[src/rtl/dvi_pkg.sv]
`default_nettype none
// ============================================================================
// Module      : dvi_pkg
// Description : Shared TMDS definitions: the four control tokens, the
//               alignment FSM state type and a token-match helper.
// Revision    : 1.0 - initial release
// ============================================================================
package dvi_pkg;

  localparam logic [9:0] DVI_CTL0 = 10'b1101010100;
  localparam logic [9:0] DVI_CTL1 = 10'b0010101011;
  localparam logic [9:0] DVI_CTL2 = 10'b0101010100;
  localparam logic [9:0] DVI_CTL3 = 10'b1010101011;

  typedef enum logic [2:0] {
    IDLE   = 3'd0,
    SEARCH = 3'd1,
    SLIP   = 3'd2,
    SETTLE = 3'd3,
    LOCKED = 3'd4
  } dvi_align_st_t;

  // True when a raw 10-bit word is one of the four control tokens.
  function automatic logic is_ctl_token(input logic [9:0] word);
    return (word == DVI_CTL0) || (word == DVI_CTL1) ||
           (word == DVI_CTL2) || (word == DVI_CTL3);
  endfunction

endpackage
`default_nettype wire

[src/rtl/dvi_token_det.sv]
`default_nettype none
// ============================================================================
// Module      : dvi_token_det
// Description : Registered TMDS control-token detector. The flag lags the
//               raw word by one clock; the data decoder can share it.
// Revision    : 1.0 - initial release
// ============================================================================
module dvi_token_det
  import dvi_pkg::*;
(
  input  logic       clk,
  input  logic       rst_n,
  input  logic [9:0] ch_in,
  output logic       tok_r
);

  // Register the token comparison of the incoming word.
  always_ff @(posedge clk or negedge rst_n) begin
    if (!rst_n) tok_r <= 1'b0;
    else        tok_r <= is_ctl_token(ch_in);
  end

endmodule
`default_nettype wire

[src/rtl/dvi_align_ctrl.sv]
`default_nettype none
// ============================================================================
// Module      : dvi_align_ctrl
// Description : TMDS word-alignment controller for one DVI channel. Counts
//               control tokens per window, requests bit slips until the
//               token rate is met, then holds lock and watches for loss.
//               Optional lock-loss counter on err_cnt when the macro
//               DVI_ALIGN_STAT_EN is defined.
// Revision    : 1.0 - initial release
// ============================================================================
module dvi_align_ctrl
  import dvi_pkg::*;
#(
  parameter int SEARCH_LEN = 1024,
  parameter int TOKEN_MIN  = 16,
  parameter int SETTLE_LEN = 8,
  parameter int LOSS_MAX   = 4
) (
  input  logic        clk,
  input  logic        rst_n,
  input  logic [9:0]  ch_in,
  input  logic        en,
  output logic        bitslip,
  output logic        locked,
  output logic        token_det,
  output logic [3:0]  slip_cnt
`ifdef DVI_ALIGN_STAT_EN
  ,
  output logic [15:0] err_cnt
`endif
);

  localparam int WIN_W  = $clog2(SEARCH_LEN + 1);
  localparam int TOK_W  = $clog2(TOKEN_MIN + 1);
  localparam int SET_W  = $clog2(SETTLE_LEN + 1);
  localparam int MISS_W = $clog2(LOSS_MAX + 1);

  dvi_align_st_t     state, next_state;
  logic [WIN_W-1:0]  win_cnt;
  logic [TOK_W-1:0]  tok_cnt;
  logic [SET_W-1:0]  set_cnt;
  logic [MISS_W-1:0] miss_cnt;
  logic              tok_r;
  logic              win_last;
  logic              win_good;
  logic              settle_done;
  logic              miss_last;

  dvi_token_det u_token_det (
    .clk   (clk),
    .rst_n (rst_n),
    .ch_in (ch_in),
    .tok_r (tok_r)
  );

  assign token_det = tok_r;

  // State register.
  always_ff @(posedge clk or negedge rst_n) begin
    if (!rst_n) state <= IDLE;
    else        state <= next_state;
  end

  // Next-state decode; the window verdict includes this cycle's token.
  always_comb begin
    next_state  = state;
    win_last    = (win_cnt == WIN_W'(SEARCH_LEN - 1));
    win_good    = (tok_cnt == TOK_W'(TOKEN_MIN)) ||
                  (tok_r && (tok_cnt == TOK_W'(TOKEN_MIN - 1)));
    settle_done = (set_cnt == SET_W'(SETTLE_LEN - 1));
    miss_last   = (miss_cnt == MISS_W'(LOSS_MAX - 1));
    if (!en) begin
      next_state = IDLE;
    end else begin
      case (state)
        IDLE:    next_state = SEARCH;
        SEARCH:  if (win_last) next_state = win_good ? LOCKED : SLIP;
        SLIP:    next_state = SETTLE;
        SETTLE:  if (settle_done) next_state = SEARCH;
        LOCKED:  if (win_last && !win_good && miss_last) next_state = SEARCH;
        default: next_state = IDLE;
      endcase
    end
  end

  // Window, token, settle and miss counters.
  always_ff @(posedge clk or negedge rst_n) begin
    if (!rst_n) begin
      win_cnt  <= '0;
      tok_cnt  <= '0;
      set_cnt  <= '0;
      miss_cnt <= '0;
    end else begin
      if ((state == SEARCH || state == LOCKED) && !win_last) begin
        win_cnt <= win_cnt + WIN_W'(1);
        if (tok_r && (tok_cnt != TOK_W'(TOKEN_MIN)))
          tok_cnt <= tok_cnt + TOK_W'(1);
      end else begin
        win_cnt <= '0;
        tok_cnt <= '0;
      end

      if (state == SETTLE && next_state == SETTLE) set_cnt <= set_cnt + SET_W'(1);
      else                                         set_cnt <= '0;

      if (next_state != LOCKED)
        miss_cnt <= '0;
      else if (state == LOCKED && win_last)
        miss_cnt <= win_good ? '0 : miss_cnt + MISS_W'(1);
    end
  end

  // Registered outputs; decoding next_state lets en=0 drop them immediately.
  always_ff @(posedge clk or negedge rst_n) begin
    if (!rst_n) begin
      bitslip  <= 1'b0;
      locked   <= 1'b0;
      slip_cnt <= 4'd0;
    end else begin
      bitslip <= (next_state == SLIP);
      locked  <= (next_state == LOCKED);
      if (next_state == LOCKED && state != LOCKED)
        slip_cnt <= 4'd0;
      else if (state == SLIP)
        slip_cnt <= (slip_cnt == 4'd9) ? 4'd0 : slip_cnt + 4'd1;
    end
  end

`ifdef DVI_ALIGN_STAT_EN
  // Lock-loss counter, saturating; only reset clears it.
  always_ff @(posedge clk or negedge rst_n) begin
    if (!rst_n)
      err_cnt <= 16'd0;
    else if (state == LOCKED && next_state == SEARCH && err_cnt != 16'hFFFF)
      err_cnt <= err_cnt + 16'd1;
  end
`endif

endmodule
`default_nettype wire

[config.mk]
export PLATFORM = sky130hd
export DESIGN_NAME = dvi_align_ctrl
export DESIGN_NICKNAME = d
export VERILOG_FILES = /design/src/rtl/dvi_pkg.sv /design/src/rtl/dvi_token_det.sv /design/src/rtl/dvi_align_ctrl.sv
export SDC_FILE = /design/constraint.sdc
export NUM_CORES = 1
export LEC_CHECK = 0
export ABC_CLOCK_PERIOD_IN_PS = 4600
export CAP_MARGIN = 20
export CORE_MARGIN = 2
export CORE_UTILIZATION = 48
export DETAILED_ROUTE_END_ITERATION = 16
export PLACE_DENSITY = 0.76
export RECOVER_POWER = 50
export SYNTH_ARGS = -nofsm -noshare
export SYNTH_HDL_FRONTEND = slang
export SYNTH_SLANG_ARGS = --single-unit
[constraint.sdc]
create_clock -name clk -period 4.6 [get_ports clk]
set_input_delay 0.46 -clock clk [delete_from_list [all_inputs] [get_ports clk]]
set_output_delay 0.46 -clock clk [all_outputs]
set_load 0.05 [all_outputs]
==> flow_summary_export.csv, run 1 <==
group,metric,value,unit
placement,place_area,1980,um^2
sta,setup-tns-final,0,ps
synth,synth_area_leaders,"dfrtp_1 47%, ha_1 6.4%, nor2_1 5.5%, xor2_1 4.0%, xnor2_1 3.0%",
power,p_leak,0.948,nW
synth,yosys_most_used_dff,"dfrtp_1",
clock_tree,cts_root_buffer,"clkbuf_8",
global_route,grt_overflow,0,
power,p_per_area,323,nW/um^2
layout,stdcell_area,2110,um^2
clock_tree,numCtsBuffers,5,
sta,fmax,453,MHz
synth,syn_nets,195,
clock_tree,post-cts-setup-buffers,0,
synth,synth-simple-area-share,27.6,%
worst_hold_path,hold_path_class,"reg2reg",
critical_path,crit_type,"in2async",
synth,synth_adder_area_share,6.40,%
routing,drt-total-wl,3.40,mm
sta,min_period_over_period,48.0,%
synth,yosysTopAreaCell,"dfrtp_1",
worst_hold_path,hp-start,"set_cnt[0]",
critical_path,worstSetupStartpoint,"rst_n",
routing,remaining_drc_errors,0,
critical_path,crit_chain,"dlygate4sd3_1 > clkbuf_1",
sta,slew_headroom,-18.3,%
critical_path,start_kind,"input port",
synth,synth-seq-cells,33,
routing,vias,1319,
global_route,grt_max_degree,34,
critical_path,critPathMaxStageDelay,1270,ps
floorplan,rows,22,
clock_tree,cts_buffer_depth,2,
synth,avgSynthCellArea,10.2,um^2
outcome,status,"finished, violations left",
critical_path,crit_buf_inv,2,
floorplan,die_h,64.6,um
outcome,failed_checks,"max-capacitance violations, max-slew violations",
routing,ant_nets,0,
floorplan,fp.dieW,64.6,um
floorplan,initial_utilization,48.8,%
floorplan,die-area,4170,um^2
synth,ys_warn_count,0,
sta,tightest_slew,1770,ps
critical_path,cp.required,4660,ps
clock_tree,htree_num_levels,2,
layout,drive_gt1_share,10.2,%
sta,rsz0062_at_grt,"false",
sta,period_minus_slack,2210,ps
layout,area_delta_synth_final,19.6,%
routing,wl_per_cell,13.9,um
sta,final_max_slew_viol_count,34,
layout,layout.nets,217,
clock_tree,cts_hold_buf,0,
synth,async_flop_share,100,%
layout,mostFrequentLayoutCells,"33 x dfrtp_1, 26 x nor2_1, 15 x clkdlybuf4s50_1",
sta,skew,8.96,ps
critical_path,crit_family,"buffers and inverters",
routing,drt_first_pass_iters,5,
critical_path,critPathMaxFanout,33,
job,max-cap-violations,1,
synth,synth_edf_count,0,
routing,viasPerCell,5.41,
routing,initialDrtViolationCount,48,
clock_tree,clock_latency,290,ps
global_route,gr-usage-all-layers,18.7,%
clock_tree,cts_tree,"yes",
synth,yosysUniqueCellTypes,45,
sta,setup_viol,0,
synth,ys_seq_area_share,46.9,%
layout,final_common_cell,"dfrtp_1",
sta,finalHoldViolCount,0,
critical_path,end_kind,"async pin",
synth,synth.top_cell.area_share,46.9,%
synth,synth-compound-area-share,8.10,%
floorplan,io_pins,20,
critical_path,rr_startpoint,"tok_cnt[0]",
clock_tree,post_cts_resized,0,
floorplan,core-area,3610,um^2
synth,synth.area.mux_share,0.569,%
placement,gp_congestion,0.761,
layout,diodes,0,
synth,synth_cells,173,
clock_tree,clk_pin_slew_worst_paths,70,ps
global_route,first_global_vias,1362,
clock_tree,numClockSinks,33,
placement,dp_hpwl,2.52,mm
critical_path,cp_slowest_cell,"clkbuf_1",
placement,port_buffers,18,
global_route,antenna_found_initial,0,
critical_path,arrival,2260,ps
synth,synth_xor_xnor_area_share,6.97,%
power,ir_drop,0.188,mV
layout,num-fill-cells,317,
synth,synth_top_family_by_area,"simple AND/OR/NAND/NOR gates",
synth,syn-cell-area,1760,um^2
global_route,grt_pass1_wl,5.92,mm
[flip-flops by register name, indices dropped and copies added, names as in the netlist]
register	count
u_token_det.tok_r	1
set_cnt	4
bitslip	1
win_cnt	11
tok_cnt	5
locked	1
miss_cnt	3
state	3
slip_cnt	4
[metal layers]
metal	up-vias	global-route usage [%]	routed length, um
met5	-	0	0
met4	0	6.38	58
met3	7	5.38	117
met2	27	34.1	1800
met1	642	20.7	1420
li1	643	-	-
[worst register-to-register path, delay by kind of cell, from the launching register on]
family / cells / cell delay (ps)
AOI/OAI and AO/OA: 3 / 560
adders and majority gates: 2 / 440
DFF: 1 / 420
and+or+nand+nor: 2 / 480
[synth_stat cells (2+ instances only)]
cell	n
a21oi_1	6
a32oi_1	2
and3_1	7
and3b_1	2
dfrtp_1	33
ha_1	9
inv_1	9
nand2_1	13
nand2_2	2
nand3_1	9
nand3_2	2
nand4_1	3
nand4b_1	2
nor2_1	26
nor3_1	3
nor3b_1	2
o21ai_0	3
xnor2_1	6
xor2_1	8
[power breakdown]
part | leakage, nW | internal, mW | switching [mW] | total, mW
Clock | 0.0681 | 0.215 | 0.109 | 0.324
Sequential | 0.442 | 0.296 | 0.00902 | 0.305
Combinational | 0.438 | 0.0214 | 0.0306 | 0.0519
[path summary, 6_finish.rpt]
| check | endpoint | slack [ps] | cells past startpoint |
|---|---|---|---|
| min reg2reg | set_cnt[0] | 460 | 1 |
| max in group clk | slip_cnt[0] | 2540 | 1 |
| min | set_cnt[0] | 460 | 1 |
| max reg2reg | miss_cnt[0] | 2590 | 7 |
| max | win_cnt[6] | 2390 | 2 |
| min in group asynchronous | set_cnt[0] | 1170 | 2 |
[cells by family after synthesis]
group                      Yosys count
muxes                                1
adders and majority gates            9
and+or+nand+nor                     83
buffers and inverters               13
xor gates and xnor gates            14
AOI/OAI and AO/OA                   20
DFF                                 33
[cell type report]
type                            instances  area, um^2  share of cell area (%)
Clock buffer                            5        68.8                    3.27
Clock inverter                          3        65.1                    3.09
Inverter                                9        33.8                    1.60
Multi-Input combinational cell        127         868                    41.2
Sequential cell                        33         826                    39.2
Tap cell                               48        60.1                    2.85
Timing Repair Buffer                   19         184                    8.73
[through the flow]
step | power, mW | cells | hold slack, ps | utilization, % | setup slack, ps
global placement | 0.360 | 236 | 447 | 54.9 | 2560
floorplan | 0.335 | 173 | 164 | - | 2750
detailed placement | 0.364 | 236 | 454 | 54.9 | 2470
global route | 0.710 | 244 | 501 | 58.4 | 2040
CTS | 0.688 | 244 | 465 | 58.6 | 2510
finish | 0.681 | 244 | 463 | 58.4 | 2390
Power figures use the tool's default switching activity.
==> run 2: changes to the inputs <==
- ABC_CLOCK_PERIOD_IN_PS: 4600 -> 2300
- clock period: 4.6 -> 2.3 ns (I/O delays scaled with it)
==> run 2 against run 1 <==
  * The run now ends clean
  * Die area did not move
  * Sequential power up 100%
  * Sequential cell count is the same
  * Critical path depth is 5 higher
  * Design area grew 0.30%
  * Via count fell by 1.4%
  * Critical path type is now reg2reg
==> flow_summary_export.csv, run 2 (synthesis results as in run 1) <==
group,metric,value,unit
power,ir_drop,0.514,mV
critical_path,crit_family,"compound AO/OA/AOI/OAI gates",
critical_path,worst_path_most_repeated_cell,"ha_1",
worst_hold_path,hold_path_class,"reg2reg",
critical_path,crit_chain,"ha_1 > and3_1 > ha_1 > a21oi_4 > and3b_1 > a32oi_1 > o21ai_1",
global_route,antenna_found_initial,0,
critical_path,crit_buf_inv,0,
routing,vias,1301,
routing,drt-total-wl,3.30,mm
layout,fin_cells,244,
power,p_leak,0.951,nW
job,max-cap-violations,0,
critical_path,cp_slowest_cell,"dfrtp_1",
clock_tree,cts_root_buffer,"clkbuf_8",
layout,mostFrequentLayoutCells,"33 x dfrtp_1, 26 x nor2_1, 16 x clkdlybuf4s50_1",
clock_tree,cts_buffer_depth,2,
sta,hold_ws,481,ps
clock_tree,post-cts-setup-buffers,0,
clock_tree,post_cts_resized,0,
critical_path,crit_type,"reg2reg",
critical_path,end_kind,"register",
sta,setup_viol,0,
critical_path,worstSetupStartpoint,"tok_cnt[0]",
sta,tightest_slew,783,ps
placement,dp_cells,236,
routing,ant_nets,0,
critical_path,critPathMaxStageDelay,430,ps
placement,dp_hpwl,2.52,mm
floorplan,fp.dieW,64.6,um
critical_path,arrival,2190,ps
floorplan,io_pins,20,
clock_tree,cts_hold_buf,0,
sta,rsz0062_at_grt,"false",
floorplan,initial_utilization,48.8,%
clock_tree,cts_tree,"yes",
global_route,grt_overflow,0,
critical_path,r2r_cells,7,
placement,place_area,1980,um^2
layout,final_util,58.6,%
routing,wl_per_cell,13.5,um
layout,diodes,0,
layout,final_common_cell,"dfrtp_1",
sta,min_period_over_period,88.2,%
sta,setup-tns-final,0,ps
worst_hold_path,hp-start,"set_cnt[0]",
routing,remaining_drc_errors,0,
floorplan,die-area,4170,um^2
layout,regMostFlops,"win_cnt",
power,power.total,1.35,mW
routing,drt_first_pass_iters,4,
worst_hold_path,hold_end,"set_cnt[0]",
layout,stdcell_area,2110,um^2
clock_tree,clock_latency,280,ps
clock_tree,clk_pin_slew_worst_paths,70,ps
layout,layout.nets,217,
sta,worst_slack,273,ps
global_route,grt_pass1_wl,5.91,mm
critical_path,r2r_slack,270,ps
floorplan,die_h,64.6,um
sta,slew_headroom,47.8,%
layout,top_regs,"win_cnt x11, tok_cnt x5",
layout,largest_reg_flops,11,
sta,skew,7.58,ps
critical_path,critPathMaxFanout,8,
floorplan,rows,22,
clock_tree,numCtsBuffers,5,
routing,initialDrtViolationCount,51,
clock_tree,htree_num_levels,2,
sta,period_minus_slack,2030,ps
sta,final_max_slew_viol_count,0,
outcome,status,"complete, no violations",
global_route,grt_max_degree,34,
routing,viasPerCell,5.33,
critical_path,r2r_end,"miss_cnt[0]",
global_route,first_global_vias,1338,
critical_path,cp.required,2460,ps
worst_hold_path,hold_depth,1,
placement,port_buffers,18,
placement,gp_congestion,0.785,
layout,num-fill-cells,299,
layout,drive_gt1_share,11.2,%
power,p_per_area,640,nW/um^2
global_route,gr-usage-all-layers,18.4,%
clock_tree,numClockSinks,33,
placement,dp_slack,287,ps
critical_path,rr_startpoint,"tok_cnt[0]",
critical_path,start_kind,"register",
sta,fmax,493,MHz
layout,area_delta_synth_final,20.0,%
sta,finalHoldViolCount,0,
floorplan,core-area,3610,um^2
-- run 2: how the worst max path moves through the flow --
stage	end	cells past startpoint
floorplan	miss_cnt[0]	8
global placement	miss_cnt[0]	7
detailed placement	miss_cnt[0]	7
CTS	miss_cnt[0]	7
global route	miss_cnt[0]	7
finish	miss_cnt[0]	7
-- run 2: worst reg2reg max path: stages (launching register included) --
cell and delay, ps:
dfrtp_1 430, ha_1 230, and3_1 190, ha_1 210, a21oi_4 220, and3b_1 300, a32oi_1 240, o21ai_1 100
-- run 2: report_power, final --
group / switching (mW) / total [mW] / internal [mW]
Combinational: 0.0589 / 0.102 / 0.0427
Clock: 0.210 / 0.641 / 0.430
Sequential: 0.0177 / 0.609 / 0.592
-- run 2: cell type report --
cell class	instances	area, um^2	share of cell area (%)
clock inverters	3	65.1	3.08
multi-input cells	127	873	41.4
clock buffers	5	68.8	3.26
inverters	9	33.8	1.60
well taps	48	60.1	2.84
repair buffers	19	185	8.77
flip-flops and latches	33	826	39.1
-- run 2: metal layers --
metal / vias to the layer above / wire length (um) / track usage [%]
met5: - / 0 / 0
met4: 0 / 65 / 7.71
met2: 28 / 1770 / 33.3
met1: 619 / 1340 / 20.7
li1: 644 / - / -
met3: 10 / 121 / 4.34
